## config.mk

```make
export PLATFORM = sky130hd
export DESIGN_NAME = ibex_md_sequencer
export DESIGN_NICKNAME = d
export VERILOG_FILES = /design/src/rtl/ibex_pkg.sv /design/src/rtl/ibex_md_sequencer.sv
export SDC_FILE = /design/constraint.sdc
export NUM_CORES = 1
export LEC_CHECK = 0
export BUFFER_PORTS_ARGS = -buffer_cell sky130_fd_sc_hd__buf_2
export CORE_UTILIZATION = 42
export DETAILED_ROUTE_END_ITERATION = 6
export GPL_ROUTABILITY_DRIVEN = 0
export PLACE_DENSITY = 0.76
export SETUP_SLACK_MARGIN = 0.05
export SYNTH_ARGS = -nofsm -noshare
export SYNTH_HDL_FRONTEND = slang
export SYNTH_SLANG_ARGS = --single-unit
```

## constraint.sdc

```tcl
create_clock -name clk_i -period 1.6 [get_ports clk_i]
set_clock_uncertainty 0.1 [all_clocks]
set_input_delay 0.16 -clock clk_i [delete_from_list [all_inputs] [get_ports clk_i]]
set_output_delay 0.16 -clock clk_i [all_outputs]
set_load 0.01 [all_outputs]
```

## src/rtl/ibex_pkg.sv

```systemverilog
// Shared types and constants for the multiply/divide request sequencer.
// The state enum, the operation enum and the divide-by-zero quotient value live here.
package ibex_pkg;

    typedef enum logic [1:0] {
        MD_OP_MULL = 2'd0,
        MD_OP_MULH = 2'd1,
        MD_OP_DIV  = 2'd2,
        MD_OP_REM  = 2'd3
    } md_op_e;

    typedef enum logic [1:0] {
        MD_SEQ_IDLE = 2'd0,
        MD_SEQ_EXEC = 2'd1,
        MD_SEQ_RESP = 2'd2
    } md_seq_state_e;

    // RISC-V defines the quotient of a division by zero as all ones.
    localparam logic [31:0] MD_DIV0_QUOT = 32'hFFFF_FFFF;

    function automatic logic md_is_div(input md_op_e op);
        return (op == MD_OP_DIV) || (op == MD_OP_REM);
    endfunction

endpackage

```

## src/rtl/ibex_md_sequencer.sv

```systemverilog
// Sequences one multiply/divide operation at a time between the ID stage and the EX block.
// Optional: define IBEX_MD_DIV0_BYPASS_EN to answer divide/remainder by zero without using EX.
module ibex_md_sequencer
    import ibex_pkg::*;
#(
    parameter int unsigned LatW = 6
) (
    input  logic            clk_i,
    input  logic            rst_ni,

    input  logic            req_valid_i,
    output logic            req_ready_o,
    input  md_op_e          req_op_i,
    input  logic [1:0]      req_signed_mode_i,
    input  logic [31:0]     req_op_a_i,
    input  logic [31:0]     req_op_b_i,
    input  logic            kill_i,

    output logic            mult_en_o,
    output logic            div_en_o,
    output logic            mult_sel_o,
    output logic            div_sel_o,
    output md_op_e          md_operator_o,
    output logic [1:0]      md_signed_mode_o,
    output logic [31:0]     md_op_a_o,
    output logic [31:0]     md_op_b_o,
    output logic            md_ready_id_o,

    input  logic            ex_valid_i,
    input  logic [31:0]     result_ex_i,

    output logic            rsp_valid_o,
    input  logic            rsp_ready_i,
    output logic [31:0]     rsp_result_o,

    output logic            busy_o,
    output logic [LatW-1:0] last_lat_o
);

    md_seq_state_e   state_reg;
    md_seq_state_e   state_next;

    md_op_e          op_reg;
    logic [1:0]      signed_mode_reg;
    logic [31:0]     op_a_reg;
    logic [31:0]     op_b_reg;
    logic [31:0]     result_reg;
    logic [LatW-1:0] lat_cnt_reg;
    logic [LatW-1:0] last_lat_reg;
    logic [LatW-1:0] lat_inc;

    logic in_idle;
    logic in_exec;
    logic in_resp;
    logic accept;
    logic ex_done;
    logic div0;
    logic op_is_div;

    assign in_idle = (state_reg == MD_SEQ_IDLE);
    assign in_exec = (state_reg == MD_SEQ_EXEC);
    assign in_resp = (state_reg == MD_SEQ_RESP);

    assign req_ready_o = in_idle | (in_resp & rsp_ready_i & ~kill_i);
    // A kill in IDLE only suppresses acceptance; in RESP it already clears req_ready_o.
    assign accept      = req_valid_i & req_ready_o & ~kill_i;
    assign ex_done     = in_exec & ex_valid_i & ~kill_i;

`ifdef IBEX_MD_DIV0_BYPASS_EN
    assign div0 = md_is_div(req_op_i) & (req_op_b_i == 32'd0);
`else
    assign div0 = 1'b0;
`endif

    assign lat_inc = (&lat_cnt_reg) ? lat_cnt_reg : lat_cnt_reg + LatW'(1);

    always_comb begin
        state_next = state_reg;
        unique case (state_reg)
            MD_SEQ_IDLE: begin
                if (accept) begin
                    state_next = div0 ? MD_SEQ_RESP : MD_SEQ_EXEC;
                end
            end
            MD_SEQ_EXEC: begin
                if (kill_i) begin
                    state_next = MD_SEQ_IDLE;
                end else if (ex_valid_i) begin
                    state_next = MD_SEQ_RESP;
                end
            end
            MD_SEQ_RESP: begin
                if (kill_i) begin
                    state_next = MD_SEQ_IDLE;
                end else if (rsp_ready_i) begin
                    if (accept) begin
                        state_next = div0 ? MD_SEQ_RESP : MD_SEQ_EXEC;
                    end else begin
                        state_next = MD_SEQ_IDLE;
                    end
                end
            end
            default: state_next = MD_SEQ_IDLE;
        endcase
    end

    always_ff @(posedge clk_i or negedge rst_ni) begin
        if (!rst_ni) begin
            state_reg <= MD_SEQ_IDLE;
        end else begin
            state_reg <= state_next;
        end
    end

    always_ff @(posedge clk_i or negedge rst_ni) begin
        if (!rst_ni) begin
            op_reg          <= MD_OP_MULL;
            signed_mode_reg <= 2'b00;
            op_a_reg        <= 32'd0;
            op_b_reg        <= 32'd0;
        end else if (accept) begin
            op_reg          <= req_op_i;
            signed_mode_reg <= req_signed_mode_i;
            op_a_reg        <= req_op_a_i;
            op_b_reg        <= req_op_b_i;
        end
    end

    always_ff @(posedge clk_i or negedge rst_ni) begin
        if (!rst_ni) begin
            result_reg <= 32'd0;
        end else if (ex_done) begin
            result_reg <= result_ex_i;
        end else if (accept && div0) begin
            result_reg <= (req_op_i == MD_OP_DIV) ? MD_DIV0_QUOT : req_op_a_i;
        end
    end

    // The copy into last_lat includes the completing cycle itself.
    always_ff @(posedge clk_i or negedge rst_ni) begin
        if (!rst_ni) begin
            lat_cnt_reg  <= '0;
            last_lat_reg <= '0;
        end else begin
            if (accept) begin
                lat_cnt_reg <= '0;
            end else if (in_exec) begin
                lat_cnt_reg <= lat_inc;
            end
            if (ex_done) begin
                last_lat_reg <= lat_inc;
            end else if (accept && div0) begin
                last_lat_reg <= '0;
            end
        end
    end

    assign op_is_div = md_is_div(op_reg);

    assign mult_sel_o       = in_exec & ~op_is_div;
    assign div_sel_o        = in_exec &  op_is_div;
    assign mult_en_o        = in_exec & ~op_is_div;
    assign div_en_o         = in_exec &  op_is_div;
    assign md_ready_id_o    = in_exec & ex_valid_i;

    assign md_operator_o    = op_reg;
    assign md_signed_mode_o = signed_mode_reg;
    assign md_op_a_o        = op_a_reg;
    assign md_op_b_o        = op_b_reg;

    assign rsp_valid_o      = in_resp;
    assign rsp_result_o     = result_reg;
    assign busy_o           = ~in_idle;
    assign last_lat_o       = last_lat_reg;

endmodule
```

Yosys cells after proc, flatten, opt, wreduce, memory -nomap -nowiden

Cells that the tools add are included.

Register bits: 114
Logic and storage cells: 43
Output and inout port bits: 114
Input bits: 106

Add/subtract/negate cells: 1
Muxes and demuxes: 10
Bitwise operators: 12
Reductions and logical operators: 5
Equal/unequal tests: 7

Operator list:

| cell                                                                    | count |
|---|---|
| 6-bit 2-to-1 mux                                                        | 3 |
| 2-bit 2-to-1 mux                                                        | 5 |
| 1-bit bitwise AND                                                       | 8 |
| 6-bit by 1-bit adder with 6-bit output, second input constant           | 1 |
| 2-bit == test, second input constant                                    | 3 |
| 3-bit inequality test, second input constant                            | 2 |
| 2-bit case mux with 3 select lines                                      | 1 |
| 6-bit AND reduction                                                     | 1 |
| 1-bit NOT                                                               | 3 |
| 3-bit AND reduction                                                     | 1 |
| 2-bit by 1-bit == test with 1-bit output, second input constant         | 1 |
| 2-bit zero test                                                         | 1 |
| 2-bit by 1-bit inequality test with 1-bit output, second input constant | 1 |
| 2-bit nonzero test                                                      | 1 |
| 1-bit logical OR                                                        | 1 |
| 1-bit 2-to-1 mux                                                        | 1 |
| 1-bit OR                                                                | 1 |

Logic depth before layout (Yosys ltp)

Gate-level depths: netlist (run 1).

Depth after elaboration: 10
Gate-level depth with buffers: 5
Depth with buffers taken out: 4

Least setup slack after synthesis (run 1)

Ideal clock, no wire load.

Path kind: register to register
Start point: register state_reg[1]
End point: register op_a_reg[13], in the netlist md_op_a_o[13]
Setup time: 0.125 ns
Data arrival time: 1.362 ns
Setup slack: 0.013 ns
Stages on the path, launching flop included: 6
Buffers on the path: 2
Data required time: 1.375 ns
Clock period less this slack: 1.587 ns
Cell sequence: dfrtp_1 nor2b_4 nor4_4 buf_8 buf_12 mux2_4

Word-level cells in the longest chain between the ends: 6
Elaborated cells between the ends (all ways): 7
Those cells by class: eq/ne: 1; bitwise: 5; reduce/logical: 1

Ends and longest elaborated chain:

| element                           | RTL line                 | source |
|---|---|---|
| start: declaration                | ibex_md_sequencer.sv:40  | `md_seq_state_e state_reg;` |
| start signal: assignment          | ibex_md_sequencer.sv:111 | `state_reg <= state_next;` |
| 2-bit == test                     | ibex_md_sequencer.sv:62  | `assign in_resp = (state_reg == MD_SEQ_RESP);` |
| 1-bit bitwise AND (2 in series)   | ibex_md_sequencer.sv:64  | `assign req_ready_o = in_idle \| (in_resp & rsp_ready_i & ~kill_i);` |
| 1-bit OR *                        | ibex_md_sequencer.sv:64  |  |
| 1-bit bitwise AND * (2 in series) | ibex_md_sequencer.sv:66  | `assign accept = req_valid_i & req_ready_o & ~kill_i;` |
| end signal: assignment            | ibex_md_sequencer.sv:124 | `op_a_reg <= req_op_a_i;` |
| end: declaration                  | ibex_md_sequencer.sv:45  | `logic [31:0] op_a_reg;` |

Every way passes the cells marked *; elsewhere a longest branch is shown, timed or not.
A chain may end at the register's enable or synchronous reset.

Worst setup path after layout (run 1)

Start point: register state_reg[0]
End point: register op_a_reg[21], in the netlist md_op_a_o[21]

Same word-level chain as after synthesis.

==> impl_metrics.tcl, run 1 <==
set metrics [dict create \
    clockRootBuffer "clkbuf_16" \
    syn_area_um2 4840 \
    dieArea_um2 12000 \
    critPathMaxStageDelay_ns 0.40 \
    dr.first_iter.drc_count 235 \
    cp_common_cell "buf_12" \
    cp-end-kind "flop" \
    yosys.area.top_type_share_pct 58.9 \
    viasPerCell 4.89 \
    core-area_um2 11000 \
    synth_edf_count 0 \
    hold_violations 0 \
    cts_sinks 114 \
    cts.clk_slew.worst_paths_ns 0.05 \
    path_max_fanout 16 \
    worstPathRequired_ns 1.79 \
    crit_path_cell_trace "buf_6, nor4_4, buf_12, buf_12, mux2_4" \
    routed_wl_um 14800 \
    use_met2_pct 47.6 \
    worstSetupPathType "reg -> reg" \
    r2r_start "state_reg[0]$_DFFE_PN0P_" \
    startpoint "state_reg[0]$_DFFE_PN0P_" \
    max-vdd-ir-drop_mv 0.974 \
    power.density_nw_per_um2 1260 \
    grt_pass1_wl_um 22200 \
    synth_xor_area_share_pct 0.181 \
    rows 38 \
    h-tree-depth 4 \
    busiest_layer "met2" \
    max_slew.worst_pin.slew_ns 0.598 \
    synth_top_family_by_area "multiplexers" \
    synthMuxAreaShare_pct 20.2 \
    yosys_warnings 0 \
    hold_start "rsp_ready_i" \
    clock_path_buffers 2 \
    synth_largest_area_cell "dfrtp_1" \
    synth_compound_area_share_pct 3.20 \
    vias 4260 \
    hpwl_um 8250 \
    cap_violations 0 \
    yosys_most_used_dff "dfrtp_1" \
    grt_max_degree 115 \
    syn_area_per_cell_um2 13.0 \
    syn_inst 371 \
    drc 0 \
    use_met3_pct 8.18 \
    whs_ns 0.0330 \
    portBuffers 219 \
    clk_latency_ns 0.41 \
    cp.arrival_ns 1.89 \
    worst_slack_ns -0.107 \
    cts_tree "done" \
    synth_commonest_cells "dfrtp_1 (114), nand2_1 (104), mux2_4 (54)" \
    ios 220 \
    synth_nets 478 \
    drtPass1Iterations 4 \
    die_w_um 109 \
    grt_pass1_vias 4650 \
    nNetsFinal 827 \
    ant_nets 0 \
    holdCritPathClass "in -> reg" \
    area_delta_synth_final_pct 64.9 \
    fmax_ghz 0.586 \
    gr-usage-met1_pct 24.7 \
    start_util_pct 43.9 \
    slew_viol_final 0 \
    antenna_cells 0 \
    ys_seq_area_share_pct 58.9 \
    wl_per_cell_um 17.0 \
    maxSlewHeadroom_pct 60.1 \
    die_height_um 109 \
    critPathTopFamily "buffers and inverters" \
    numCtsBuffers 17 \
    synth_cell_types 39 \
    status "complete, but fails checks" \
    period_share_pct 107 \
    finalPower_uw 10100 \
    ys_top_cells_by_area "dfrtp_1 (59%), mux2_4 (17%), nand2_1 (8.1%)" \
    yosysMostFrequentCell "dfrtp_1" \
    finalCriticalPeriod_ns 1.71 \
    drive_gt1_share_pct 49.1 \
    p_leak_uw 0.00411 \
    grt_use_total_pct 25.3 \
    antenna_found_initial 0 \
    critical_path_buf_inv_count 3 \
    ys_ff_latch 114 \
    failed_checks "setup timing" \
    grt-ovfl-total 0 \
    rsz0062_at_grt "yes" \
    synthSimpleGateAreaFrac_pct 12.8 \
    yosys.area_share.adder_pct 0.258 \
    startpoint_type "flop" \
    setup_viol 71 \
    async_flop_share_pct 100 \
    crit_slowest_cell "dfrtp_1" \
]
-- power breakdown --
| group | total [uW] | internal, uW | switching [uW] |
|---|---|---|---|
| clock network | 3560 | 2350 | 1210 |
| logic | 2610 | 1410 | 1190 |
| registers | 3890 | 3520 | 380 |
-- routing by layer --
metal | part of all wire, % | wire length [um]
met1 | 36 | 5400
met2 | 54 | 8060
met3 | 6.3 | 936
met4 | 3.0 | 451
met5 | 0 | 0
-- final timing paths --
kind | slack [ns] | depth (start not counted) | to
min in group asynchronous | 0.28 | 3 | md_op_b_o[1]$_DFFE_PN0N_
min reg2reg | 0.37 | 2 | rsp_result_o[27]$_DFFE_PN0P_
min | 0.03 | 3 | state_reg[1]$_DFFE_PN0P_
max | -0.11 | 5 | md_op_a_o[21]$_DFFE_PN0N_
max in group asynchronous | 0.67 | 3 | rsp_result_o[10]$_DFFE_PN0P_
max reg2reg | -0.11 | 5 | md_op_a_o[21]$_DFFE_PN0N_
-- cell type report --
class | instances | area, um^2
Fill cell | 711 | 3050
Sequential cell | 114 | 2850
Timing Repair Buffer | 353 | 2520
Multi-Input combinational cell | 233 | 1860
Clock buffer | 25 | 515
Tap cell | 140 | 175
Clock inverter | 5 | 50.0
Inverter | 1 | 3.75
-- placed cells by master, fill, tap and decap left out, types with 2 or more instances in the layout --
cell type,synthesis,final
buf_2,5,211
dfrtp_1,114,114
nand2_1,104,104
dlygate4sd3_1,0,103
mux2_4,54,64
clkbuf_16,0,18
buf_4,4,18
buf_6,0,14
nor2_1,7,6
clkbuf_8,0,6
buf_12,5,6
nor3_1,5,5
a31oi_1,4,4
mux2_2,14,4
clkinv_2,0,4
nor2b_4,1,3
nand3_1,3,3
and3_1,3,3
a21oi_1,4,3
o211ai_1,3,3
o21ai_0,3,3
o31ai_1,3,3
nand2b_1,3,2
and2_4,0,2
nand4_1,2,2
clkbuf_1,7,2
-- metrics by stage --
step | setup TNS [ns] | utilization [%] | area, um^2 | worst slack, ns | std cells
6_report | -4.40 | 72.4 | 7980 | -0.107 | 871
5_1_grt | -8.13 | 72.4 | 7980 | -0.153 | 871
4_1_cts | -4.61 | 71.9 | 7930 | -0.128 | 871
3_5_place_dp | -0.00633 | 55.8 | 6160 | -0.00387 | 732
3_3_place_gp | 0 | 55.8 | 6160 | 0.0144 | 732
2_1_floorplan | 0 | - | 4840 | 0.0132 | 371
-- what timing repair did --
| action | 4_1_cts | 5_1_grt |
|---|---|---|
| setup endpoints to repair | 75 | 97 |
| resized for setup | 28 | 10 |
| endpoints found under the hold margin | 215 | 0 |
| pin swaps | 2 | 2 |
| hold buffers | 103 | 0 |
| gates cloned | 0 | 1 |
| buffers inserted | 6 | 0 |
-- cells by family after synthesis --
group / after synthesis
muxes: 69
adders and majority gates: 1
DFF: 114
buffers and inverters: 24
and+or+nand+nor: 139
AOI/OAI and AO/OA: 23
xor gates and xnor gates: 1
-- worst min-delay path: cells and delay by family --
kind	cells	cell delay (ns)
simple gates	1	0.10
compound gates	1	0.12
buf+inv	1	0.13
No activity file was read; power rests on OpenSTA's default activity.
==> run 2, diff against run 1 <==
--- a/config.mk
+++ b/config.mk
@@ -9,6 +9,7 @@
 export CORE_UTILIZATION = 42
 export DETAILED_ROUTE_END_ITERATION = 6
 export GPL_ROUTABILITY_DRIVEN = 0
+export GPL_TIMING_DRIVEN = 0
 export PLACE_DENSITY = 0.76
 export SETUP_SLACK_MARGIN = 0.05
 export SYNTH_ARGS = -nofsm -noshare
==> run 2 against run 1 <==
The flow still finishes with violations (setup timing). Global-route usage grew 0.32 points. Via count grew 3.5%. Non-clock buffer count grew 21. Worst setup slack lost 0.11 ns. Hold slack gained 0.029 ns. Highest routed layer unchanged. Final cell count grew 2.5%. Fmax shrank 6.3%. Die area is the same. Wire length grew 12%. Sequential share of layout area shrank 2.9 points. Power grew 2.9%. Sequential power grew 1%.
==> impl_metrics.tcl, run 2 (same netlist as run 1, synthesis figures left out) <==
set metrics [dict create \
    dr.first_iter.drc_count 204 \
    cts.clk_slew.worst_paths_ns 0.05 \
    dieArea_um2 12000 \
    finalCriticalPeriod_ns 1.82 \
    clock_power_share_pct 34.5 \
    h-tree-depth 4 \
    power.density_nw_per_um2 1190 \
    status "complete, but fails checks" \
    placed_cells 731 \
    holdCritPathClass "in -> reg" \
    p_comb_share_pct 27.4 \
    grt_max_degree 62 \
    drive_gt1_share_pct 57.8 \
    rows 38 \
    clk_latency_ns 0.41 \
    cp_common_cell "buf_12" \
    cts_sinks 114 \
    fin_util_pct 78.8 \
    setup_viol 114 \
    viasPerCell 4.94 \
    drc 0 \
    antenna_cells 0 \
    path_max_fanout 10 \
    start_util_pct 43.9 \
    crit_path_cell_trace "nor2b_4, nor4_4, buf_6, buf_12, buf_12, mux2_4" \
    grt_pass1_vias 4551 \
    cts_tree "done" \
    instances_no_fill 893 \
    grt-ovfl-total 0 \
    hpwl_um 8450 \
    ios 220 \
    startpoint_type "flop" \
    place_area_um2 6140 \
    maxSlewHeadroom_pct 47.3 \
    fmax_ghz 0.549 \
    p_int_uw 7380 \
    numCtsBuffers 17 \
    area_delta_synth_final_pct 79.6 \
    cap_violations 0 \
    max_slew.worst_pin.slew_ns 0.791 \
    max-vdd-ir-drop_mv 1.06 \
    cp-end-kind "flop" \
    antenna_found_initial 0 \
    nNetsFinal 848 \
    clock_path_buffers 2 \
    design_area_um2 8690 \
    die_w_um 109 \
    seq_power_share_pct 38.1 \
    p_sw_share_pct 28.7 \
    core-area_um2 11000 \
    grt_pass1_wl_um 22400 \
    layout_common_cells "buf_2 (211), dfrtp_1 (112), dlygate4sd3_1 (103)" \
    worstPathRequired_ns 1.79 \
    wl_per_cell_um 18.7 \
    vias 4411 \
    grt_use_total_pct 25.6 \
    drtPass1Iterations 5 \
    cp.arrival_ns 2.01 \
    crit_slowest_cell "dfrtp_2" \
    final_common_cell "buf_2" \
    period_share_pct 114 \
    p_leak_uw 0.00444 \
    ant_nets 0 \
    slew_viol_final 0 \
    critPathMaxStageDelay_ns 0.41 \
    routed_wl_um 16700 \
    switchingPower_uw 2970 \
    portBuffers 219 \
    preCtsSetupSlack_ns -0.142 \
    hold_violations 0 \
    die_height_um 109 \
    finalPower_uw 10400 \
    failed_checks "setup timing" \
    clockRootBuffer "clkbuf_16" \
    rsz0062_at_grt "yes" \
    worstSetupPathType "reg -> reg" \
    worst_slack_ns -0.221 \
]
## run 2: changes by cell type in the layout (fill, tap and decap cells not counted), sizes merged
cell,change
buf,+11
clkbuf,+11
## run 2: worst paths after layout
check	start	endpoint	slack, ns	cells past startpoint
worst min-delay path	rsp_ready_i	state_reg[1]$_DFFE_PN0P_	0.06	3
worst max-delay path	state_reg[1]$_DFFE_PN0P_	md_signed_mode_o[0]$_DFFE_PN0N_	-0.22	6
max in group asynchronous	rst_ni	rsp_result_o[6]$_DFFE_PN0P_	0.37	3
worst min register to register	rsp_result_o[1]$_DFFE_PN0P_	rsp_result_o[1]$_DFFE_PN0P_	0.37	2
worst max register to register	state_reg[1]$_DFFE_PN0P_	md_signed_mode_o[0]$_DFFE_PN0N_	-0.22	6
min in group asynchronous	rst_ni	md_op_b_o[0]$_DFFE_PN0N_	0.29	2
## run 2: power groups by stage
stage	logic, uW	clock network (uW)	registers (uW)
3_5_place_dp	2210	0	3910
4_1_cts	2580	3600	3890
3_3_place_gp	2150	0	3870
6_report	2830	3580	3940
2_1_floorplan	895	0	4180
5_1_grt	3030	3770	4010
## run 2: through the flow
step                TNS (ns)  hold slack, ns
floorplan                  0          -0.236
global placement     -114.54           0.249
detailed placement     -7.75           0.188
CTS                    -9.38          0.0108
global route          -21.51          0.0447
finish                -17.40          0.0620
## run 2: worst max-delay path: cells and delay by family (launching register included)
kind | cells | cell delay [ns]
and+or+nand+nor | 2 | 0.38
muxes | 1 | 0.31
buffers and inverters | 3 | 0.49
DFF | 1 | 0.41
## run 2: final cells by class
class	count	area [um^2]
multi-input combinational	233	2140
buffer	21	313
timing repair buffer	353	2650
fill	615	2340
clock inverter	5	50.0
clock buffer	26	509
sequential	114	2860
inverter	1	3.75
tap	140	175
## run 2: routing by layer
metal	vias up	share of wire [%]	global-route usage (%)
li1	1992	-	-
met1	2181	37	26.4
met2	203	54	46.6
met3	35	6.4	8.30
met4	0	2.5	12.2
met5	-	0	0
## run 2: repair_timing
item / in CTS / in global routing
buffers inserted: 13 / 7
setup endpoints to repair: 85 / 120
pin swaps: 5 / 57
gates resized for setup: 62 / 96
hold endpoints to repair: 161 / 0
hold buffers: 103 / 0
cloned: 2 / 8
